### src/rtl/send_packet_arbiter_if.sv
// -----------------------------------------------------------------------------
// send_packet_arbiter_if
//
// Purpose: bundles the requester-side handshakes (HC and SOF), the frame
// counter control and the forwarded write bus towards the packet encoder.
// The clock and reset stay as plain ports on the modules.
//
// Signals:
//   hc_req, hc_wen, hc_pid[3:0], hc_addr[6:0], hc_endp[3:0]   HC requester
//   hc_gnt                                                     grant to HC
//   sof_req, sof_wen                                           SOF requester
//   sof_gnt                                                    grant to SOF
//   frame_clr                                                  clear frame counter
//   frame_num[10:0]                                            current frame number
//   tx_wen, tx_pid[3:0], tx_addr[6:0], tx_endp[3:0],
//   tx_frame[10:0]                                             write to the engine
//   proto_err                                                  write without grant
//
// Modports:
//   master  the requesters / encoder environment around the arbiter
//   slave   the arbiter itself
// -----------------------------------------------------------------------------
interface send_packet_arbiter_if;
   logic        hc_req;
   logic        hc_wen;
   logic [3:0]  hc_pid;
   logic [6:0]  hc_addr;
   logic [3:0]  hc_endp;
   logic        hc_gnt;

   logic        sof_req;
   logic        sof_wen;
   logic        sof_gnt;

   logic        frame_clr;
   logic [10:0] frame_num;

   logic        tx_wen;
   logic [3:0]  tx_pid;
   logic [6:0]  tx_addr;
   logic [3:0]  tx_endp;
   logic [10:0] tx_frame;

   logic        proto_err;

   modport master (
      output hc_req, hc_wen, hc_pid, hc_addr, hc_endp,
      input  hc_gnt,
      output sof_req, sof_wen,
      input  sof_gnt,
      output frame_clr,
      input  frame_num,
      input  tx_wen, tx_pid, tx_addr, tx_endp, tx_frame,
      input  proto_err
   );

   modport slave (
      input  hc_req, hc_wen, hc_pid, hc_addr, hc_endp,
      output hc_gnt,
      input  sof_req, sof_wen,
      output sof_gnt,
      input  frame_clr,
      output frame_num,
      output tx_wen, tx_pid, tx_addr, tx_endp, tx_frame,
      output proto_err
   );
endinterface

### src/rtl/send_packet_arbiter.sv
// -----------------------------------------------------------------------------
// send_packet_arbiter
//
// Purpose: shares the single USB host send-packet engine between the host
// transaction generator (HC) and the SOF transmitter (SOF). SOF has priority
// when both request from IDLE, but an active grant is never preempted; the
// owner keeps the engine until it drops its request, after which the engine
// idles for GAP_CYCLES cycles. Granted writes are forwarded through one
// register stage. The block also owns the 11-bit USB frame counter and
// inserts SOF_PID / frame number into SOF packets.
//
// Parameters:
//   SOF_PID     PID placed on tx_pid for SOF packets
//   GAP_CYCLES  idle cycles forced after every release (>= 1)
//
// Ports:
//   clk   clock
//   rst   synchronous, active-high reset (clears control and datapath)
//   bus   send_packet_arbiter_if.slave: requester handshakes, frame counter
//         control/status and the forwarded write bus
// -----------------------------------------------------------------------------
module send_packet_arbiter #(
   parameter logic [3:0] SOF_PID    = 4'h5,
   parameter int         GAP_CYCLES = 1
) (
   input  logic                  clk,
   input  logic                  rst,
   send_packet_arbiter_if.slave  bus
);

   typedef enum logic [1:0] {
      IDLE    = 2'd0,
      GNT_HC  = 2'd1,
      GNT_SOF = 2'd2,
      GAP     = 2'd3
   } state_t;

   // The gap counter needs to reach GAP_CYCLES-1; keep it at least one bit.
   localparam int            GW       = (GAP_CYCLES > 1) ? $clog2(GAP_CYCLES) : 1;
   localparam logic [GW-1:0] GAP_LAST = GW'(GAP_CYCLES - 1);

   state_t        state;
   state_t        state_nxt;
   logic [GW-1:0] gap_cnt;

   logic          hc_owns;
   logic          sof_owns;

   logic          fwd_hc_p0;
   logic          fwd_sof_p0;
   logic          err_p0;

   logic          tx_wen_p1;
   logic [3:0]    tx_pid_p1;
   logic [6:0]    tx_addr_p1;
   logic [3:0]    tx_endp_p1;
   logic [10:0]   tx_frame_p1;
   logic          err_p1;
   logic [10:0]   frame_p1;

   // --------------------------------------------------------------------------
   // FSM: state register
   // --------------------------------------------------------------------------
   always_ff @(posedge clk) begin
      if (rst) begin
         state <= IDLE;
      end else begin
         state <= state_nxt;
      end
   end

   // Gap length counter; it only runs while in GAP and restarts on every entry.
   always_ff @(posedge clk) begin
      if (rst) begin
         gap_cnt <= '0;
      end else if (state != GAP) begin
         gap_cnt <= '0;
      end else if (gap_cnt != GAP_LAST) begin
         gap_cnt <= gap_cnt + GW'(1);
      end
   end

   // --------------------------------------------------------------------------
   // FSM: next-state logic
   // --------------------------------------------------------------------------
   always_comb begin
      state_nxt = state;
      unique case (state)
         IDLE: begin
            // SOF wins a tie; requests are only arbitrated from IDLE.
            if (bus.sof_req) begin
               state_nxt = GNT_SOF;
            end else if (bus.hc_req) begin
               state_nxt = GNT_HC;
            end
         end
         GNT_HC: begin
            if (!bus.hc_req) begin
               state_nxt = GAP;
            end
         end
         GNT_SOF: begin
            if (!bus.sof_req) begin
               state_nxt = GAP;
            end
         end
         GAP: begin
            if (gap_cnt == GAP_LAST) begin
               state_nxt = IDLE;
            end
         end
         default: begin
            state_nxt = IDLE;
         end
      endcase
   end

   // --------------------------------------------------------------------------
   // FSM: output decode (grants come straight from the state register, so the
   // two grants are mutually exclusive and glitch-free)
   // --------------------------------------------------------------------------
   always_comb begin
      hc_owns  = 1'b0;
      sof_owns = 1'b0;
      unique case (state)
         GNT_HC:  hc_owns  = 1'b1;
         GNT_SOF: sof_owns = 1'b1;
         default: begin
            hc_owns  = 1'b0;
            sof_owns = 1'b0;
         end
      endcase
   end

   assign bus.hc_gnt  = hc_owns;
   assign bus.sof_gnt = sof_owns;

   // --------------------------------------------------------------------------
   // Stage p0: qualify write strobes against the current owner
   // --------------------------------------------------------------------------
   always_comb begin
      fwd_hc_p0  = bus.hc_wen  & hc_owns;
      fwd_sof_p0 = bus.sof_wen & sof_owns;
      // Any strobe from a requester that does not own the engine, which
      // includes every strobe seen in IDLE or GAP.
      err_p0     = (bus.hc_wen & ~hc_owns) | (bus.sof_wen & ~sof_owns);
   end

   // --------------------------------------------------------------------------
   // Stage p1: registered write multiplexer and frame counter
   // --------------------------------------------------------------------------
   always_ff @(posedge clk) begin
      if (rst) begin
         tx_wen_p1 <= 1'b0;
         err_p1    <= 1'b0;
      end else begin
         tx_wen_p1 <= fwd_hc_p0 | fwd_sof_p0;
         err_p1    <= err_p0;
      end
   end

   // Write fields hold their last value between forwarded writes.
   always_ff @(posedge clk) begin
      if (rst) begin
         tx_pid_p1   <= '0;
         tx_addr_p1  <= '0;
         tx_endp_p1  <= '0;
         tx_frame_p1 <= '0;
      end else if (fwd_hc_p0) begin
         tx_pid_p1   <= bus.hc_pid;
         tx_addr_p1  <= bus.hc_addr;
         tx_endp_p1  <= bus.hc_endp;
         tx_frame_p1 <= frame_p1;
      end else if (fwd_sof_p0) begin
         tx_pid_p1   <= SOF_PID;
         tx_addr_p1  <= '0;
         tx_endp_p1  <= '0;
         tx_frame_p1 <= frame_p1;
      end
   end

   // The SOF packet carries the pre-increment frame number; a clear wins over
   // a simultaneous increment. The 11-bit add wraps 7FF -> 000 naturally.
   always_ff @(posedge clk) begin
      if (rst) begin
         frame_p1 <= '0;
      end else if (bus.frame_clr) begin
         frame_p1 <= '0;
      end else if (fwd_sof_p0) begin
         frame_p1 <= frame_p1 + 11'd1;
      end
   end

   assign bus.tx_wen    = tx_wen_p1;
   assign bus.tx_pid    = tx_pid_p1;
   assign bus.tx_addr   = tx_addr_p1;
   assign bus.tx_endp   = tx_endp_p1;
   assign bus.tx_frame  = tx_frame_p1;
   assign bus.proto_err = err_p1;
   assign bus.frame_num = frame_p1;

endmodule

### src/flat_wrapper.sv
// flat-port wrapper written by rule: the top's interface ports become plain ports
module send_packet_arbiter_flat 
#(
   parameter logic [3:0] SOF_PID    = 4'h5,
   parameter int         GAP_CYCLES = 1
)
  (clk, rst, bus_hc_req, bus_hc_wen, bus_hc_pid, bus_hc_addr, bus_hc_endp, bus_hc_gnt, bus_sof_req, bus_sof_wen, bus_sof_gnt, bus_frame_clr, bus_frame_num, bus_tx_wen, bus_tx_pid, bus_tx_addr, bus_tx_endp, bus_tx_frame, bus_proto_err);
  send_packet_arbiter_if bus_i ();
  input  logic clk;
  input  logic rst;
  input wire logic [$bits(bus_i.hc_req)-1:0] bus_hc_req;
  input wire logic [$bits(bus_i.hc_wen)-1:0] bus_hc_wen;
  input wire logic [$bits(bus_i.hc_pid)-1:0] bus_hc_pid;
  input wire logic [$bits(bus_i.hc_addr)-1:0] bus_hc_addr;
  input wire logic [$bits(bus_i.hc_endp)-1:0] bus_hc_endp;
  output wire logic [$bits(bus_i.hc_gnt)-1:0] bus_hc_gnt;
  input wire logic [$bits(bus_i.sof_req)-1:0] bus_sof_req;
  input wire logic [$bits(bus_i.sof_wen)-1:0] bus_sof_wen;
  output wire logic [$bits(bus_i.sof_gnt)-1:0] bus_sof_gnt;
  input wire logic [$bits(bus_i.frame_clr)-1:0] bus_frame_clr;
  output wire logic [$bits(bus_i.frame_num)-1:0] bus_frame_num;
  output wire logic [$bits(bus_i.tx_wen)-1:0] bus_tx_wen;
  output wire logic [$bits(bus_i.tx_pid)-1:0] bus_tx_pid;
  output wire logic [$bits(bus_i.tx_addr)-1:0] bus_tx_addr;
  output wire logic [$bits(bus_i.tx_endp)-1:0] bus_tx_endp;
  output wire logic [$bits(bus_i.tx_frame)-1:0] bus_tx_frame;
  output wire logic [$bits(bus_i.proto_err)-1:0] bus_proto_err;
  assign bus_i.hc_req = bus_hc_req;
  assign bus_i.hc_wen = bus_hc_wen;
  assign bus_i.hc_pid = bus_hc_pid;
  assign bus_i.hc_addr = bus_hc_addr;
  assign bus_i.hc_endp = bus_hc_endp;
  assign bus_hc_gnt = bus_i.hc_gnt;
  assign bus_i.sof_req = bus_sof_req;
  assign bus_i.sof_wen = bus_sof_wen;
  assign bus_sof_gnt = bus_i.sof_gnt;
  assign bus_i.frame_clr = bus_frame_clr;
  assign bus_frame_num = bus_i.frame_num;
  assign bus_tx_wen = bus_i.tx_wen;
  assign bus_tx_pid = bus_i.tx_pid;
  assign bus_tx_addr = bus_i.tx_addr;
  assign bus_tx_endp = bus_i.tx_endp;
  assign bus_tx_frame = bus_i.tx_frame;
  assign bus_proto_err = bus_i.proto_err;
  send_packet_arbiter #(.SOF_PID(SOF_PID), .GAP_CYCLES(GAP_CYCLES)) u_core (.clk(clk), .rst(rst), .bus(bus_i));
endmodule
### config.mk
export PLATFORM = sky130hd
export DESIGN_NAME = send_packet_arbiter_flat
export DESIGN_NICKNAME = d
export VERILOG_FILES = /design/src/rtl/send_packet_arbiter_if.sv /design/src/rtl/send_packet_arbiter.sv /design/src/flat_wrapper.sv
export SDC_FILE = /design/constraint.sdc
export NUM_CORES = 1
export LEC_CHECK = 0
export CORE_ASPECT_RATIO = 0.75
export CORE_UTILIZATION = 39
export CTS_BUF_LIST = sky130_fd_sc_hd__clkbuf_16
export DETAILED_ROUTE_END_ITERATION = 10
export PLACE_DENSITY_LB_ADDON = 0.15
export RECOVER_POWER = 50
export SLEW_MARGIN = 25
export SYNTH_ARGS = -nofsm -noshare
export SYNTH_HDL_FRONTEND = slang
export SYNTH_SLANG_ARGS = --single-unit
### constraint.sdc
create_clock -name clk -period 1.4 [get_ports clk]
set_input_delay 0.14 -clock clk [delete_from_list [all_inputs] [get_ports clk]]
set_output_delay 0.14 -clock clk [all_outputs]
set_load 0.05 [all_outputs]
==> flow_metrics.py <==
metrics = {
    "pwr": {
        "pwr-share-seq_pct": 33.8,
        "total_leakage_power_nw": 1.04,
        "switchingPower_mw": 1.46,
        "combPwrFrac_pct": 38.1,
        "finalPower_mw": 4.10,
        "sw_frac_of_total_pct": 35.5,
        "vdd_drop_max_v": 0.00120,
        "clockPowerShare_pct": 28.1,
        "p_int_mw": 2.64,
        "powerDensity_nw_per_um2": 1490,
    },
    "clock_tree": {
        "root_buffer": "clkbuf_16",
        "cts_buffer_depth": 2,
        "cts_tree": "done",
        "clk_latency_ps": 280,
        "cts_sinks": 42,
        "h-tree-depth": 2,
        "cts_buffers": 5,
        "clk_pin_slew_ps": 60,
        "hold_buffers": 0,
    },
    "synthesis": {
        "ys_seq_elements": 42,
        "synth_area_per_cell_um2": 9.01,
        "yosysTopAreaCellShare_pct": 49.9,
        "synth.most_common_cell": "dfxtp_1",
        "synth_async_sr_flop_share_pct": 0,
        "yosysUniqueCellTypes": 32,
        "yosysSeqAreaShare_pct": 49.9,
        "yosysWarnings": 0,
        "synth.top_cells.by_count": "dfxtp_1, nand2_1, a21oi_1, nor2_1, a22oi_1",
        "synth.largest_area_cell": "dfxtp_1",
        "netlist_instances": 187,
        "synth-main-ff-cell": "dfxtp_1",
        "synth-edff-count": 0,
        "syn_nets": 215,
        "synth.area.top_cells": "dfxtp_1, a21oi_1, nand2_1",
        "synth_area_um2": 1680,
    },
    "global_routing": {
        "grt_pass1_wl_mm": 6.97,
        "grt_util_all_layers_pct": 19.9,
        "grt_pass1_vias": 1503,
        "grt-ovfl-total": 0,
        "antenna_found_initial": 0,
        "grt_max_degree": 26,
    },
    "routing": {
        "postRouteAntennaNets": 0,
        "dr.pass1.iters": 4,
        "drc": 0,
        "vias": 1634,
        "vias_per_cell": 5.00,
        "avgRoutedWirePerCell_um": 12.7,
        "routed_wl_mm": 4.15,
        "dr.first_iter.drc_count": 75,
    },
    "finish": {
        "fin_cells": 327,
        "nets": 299,
        "diodes": 0,
        "drive_gt1_share_pct": 31.3,
        "design_area_um2": 2760,
        "post-route-util_pct": 67.1,
        "area_delta_synth_final_pct": 63.6,
    },
    "floorplanning": {
        "die_h_um": 58.9,
        "boundaryPins": 63,
        "rows": 20,
        "die_area_um2": 4590,
        "core_area_um2": 4100,
        "die_width_um": 77.9,
        "initial_utilization_pct": 41.0,
    },
    "sta": {
        "finalMaxSlewViolations": 0,
        "fmax_mhz": 710,
        "skew_ps": 4.96,
        "slew_headroom_pct": 58.6,
        "worst_slack_ps": -8.57,
        "tightest_slew_ps": 623,
        "setup-tns-final_ps": -8.57,
        "setup_viol": 1,
        "rsz0062_at_grt": "true",
        "fin_crit_sh_pct": 101,
        "period_minus_slack_ps": 1410,
        "hold_viol_final": 0,
    },
    "placed_design": {
        "place.gp.congestion": 0.792,
        "placed_cells": 318,
        "placed_cell_area_um2": 2640,
        "dp_hpwl_mm": 2.97,
        "place.port_buffers": 62,
    },
    "run": {
        "drv_cap": 0,
    },
    "setup_path": {
        "critPathKind": "flip-flop to flip-flop",
        "cp.required_ps": 1610,
        "cp-end-kind": "flip-flop",
        "startpoint_type": "flip-flop",
        "arrival_ps": 1620,
        "path_max_fanout": 9,
    },
    "worst_hold_path": {
        "hold_path.class": "flip-flop to flip-flop",
    },
    "outcome": {
        "status": "finished with violations",
        "violations": "negative setup slack",
    },
}
## path summary, 6_finish.rpt
kind	from	to	slack, ps	cells after the start
worst max register to register	u_core.state[0]$_SDFFE_PP0P_	u_core.bus.frame_num[5]$_SDFFE_PP0P_	-9	6
worst max-delay path	u_core.state[0]$_SDFFE_PP0P_	u_core.bus.frame_num[5]$_SDFFE_PP0P_	-9	6
worst min register to register	u_core.bus.tx_frame[2]$_SDFFE_PP0P_	u_core.bus.tx_frame[2]$_SDFFE_PP0P_	450	2
worst min-delay path	u_core.bus.tx_frame[2]$_SDFFE_PP0P_	u_core.bus.tx_frame[2]$_SDFFE_PP0P_	450	2
## layout make-up
cell class	count	area (µm²)
tap	55	68.8
fill	335	1350
inverter	4	20.0
sequential	42	862
clock buffer	5	125
multi-input combinational	131	845
timing repair buffer	87	812
clock inverter	3	22.5
## registers in the layout (all words and copies together), names as in the netlist
signal,count
u_core.bus.frame_num,11
u_core.bus.tx_frame,11
u_core.bus.tx_addr,7
u_core.bus.tx_endp,4
u_core.bus.tx_pid,4
u_core.state,2
u_core.bus.proto_err,1
u_core.bus.tx_wen,1
u_core.gap_cnt,1
## timing repair
item / CTS / global route
pin swaps: 3 / 2
buffers inserted: 1 / 0
gates resized for setup: 7 / 6
setup endpoints to repair: 31 / 34
## metrics by stage
step	hold WS (ps)	setup WS [ps]
4_1_cts	455	-3.92
5_1_grt	469	-100
6_report	452	-8.57
3_3_place_gp	441	-157
2_1_floorplan	283	-194
3_5_place_dp	447	-168
## cell families after synthesis
kind of cell | count (synthesis) | share of synthesized area, %
other | 1 | 0.223
AO/OA/AOI/OAI | 49 | 18.3
flip-flops | 42 | 49.9
buffers and inverters | 14 | 3.71
adder cells (fa/ha/maj) | 6 | 4.46
multiplexers | 2 | 1.19
XOR/XNOR | 2 | 1.04
AND/OR/NAND/NOR | 71 | 21.2
## power by group through the flow
stage / Combinational (mW) / Clock (mW) / Sequential [mW]
6_report: 1.56 / 1.15 / 1.39
2_1_floorplan: 0.779 / 0 / 1.65
5_1_grt: 1.68 / 1.23 / 1.40
4_1_cts: 1.59 / 1.17 / 1.39
3_3_place_gp: 1.51 / 0 / 1.40
3_5_place_dp: 1.53 / 0 / 1.40
## cell usage in the layout (no fill, tap or decap), types with 2 or more instances in the layout
| master | Yosys | final |
|---|---|---|
| dfxtp_2 | 0 | 5 |
| inv_4 | 0 | 3 |
| a21oi_1 | 23 | 19 |
| nand2b_1 | 3 | 3 |
| nor2_1 | 20 | 20 |
| ha_1 | 6 | 3 |
| buf_4 | 2 | 26 |
| clkbuf_16 | 0 | 5 |
| nand4_4 | 2 | 2 |
| inv_1 | 4 | 2 |
| dfxtp_1 | 42 | 33 |
| or4_1 | 4 | 4 |
| a21oi_2 | 0 | 4 |
| clkbuf_2 | 0 | 5 |
| a22oi_1 | 13 | 13 |
| nand3_1 | 4 | 3 |
| clkbuf_1 | 4 | 18 |
| o21ai_0 | 5 | 5 |
| nor3_1 | 2 | 2 |
| o31ai_1 | 4 | 4 |
| buf_6 | 0 | 3 |
| buf_12 | 0 | 14 |
| or3_1 | 2 | 2 |
| clkdlybuf4s50_1 | 0 | 21 |
| ha_4 | 0 | 2 |
| mux2i_1 | 2 | 2 |
| dfxtp_4 | 0 | 4 |
| nand2_1 | 28 | 28 |
## worst max-delay path, stage by stage (launching register included)
cell and delay [ps]:
dfxtp_4 350, inv_4 70, ha_4 200, nand4_4 110, buf_4 160, or3_1 330
a21oi_2 120
## layer usage
metal	share of wire [%]	track usage [%]	up-vias
li1	-	-	827
met1	48	25.8	757
met2	46	32.2	45
met3	5.6	5.27	5
met4	0.94	7.28	0
met5	0	0	-
(Power assumes the default switching activity.)
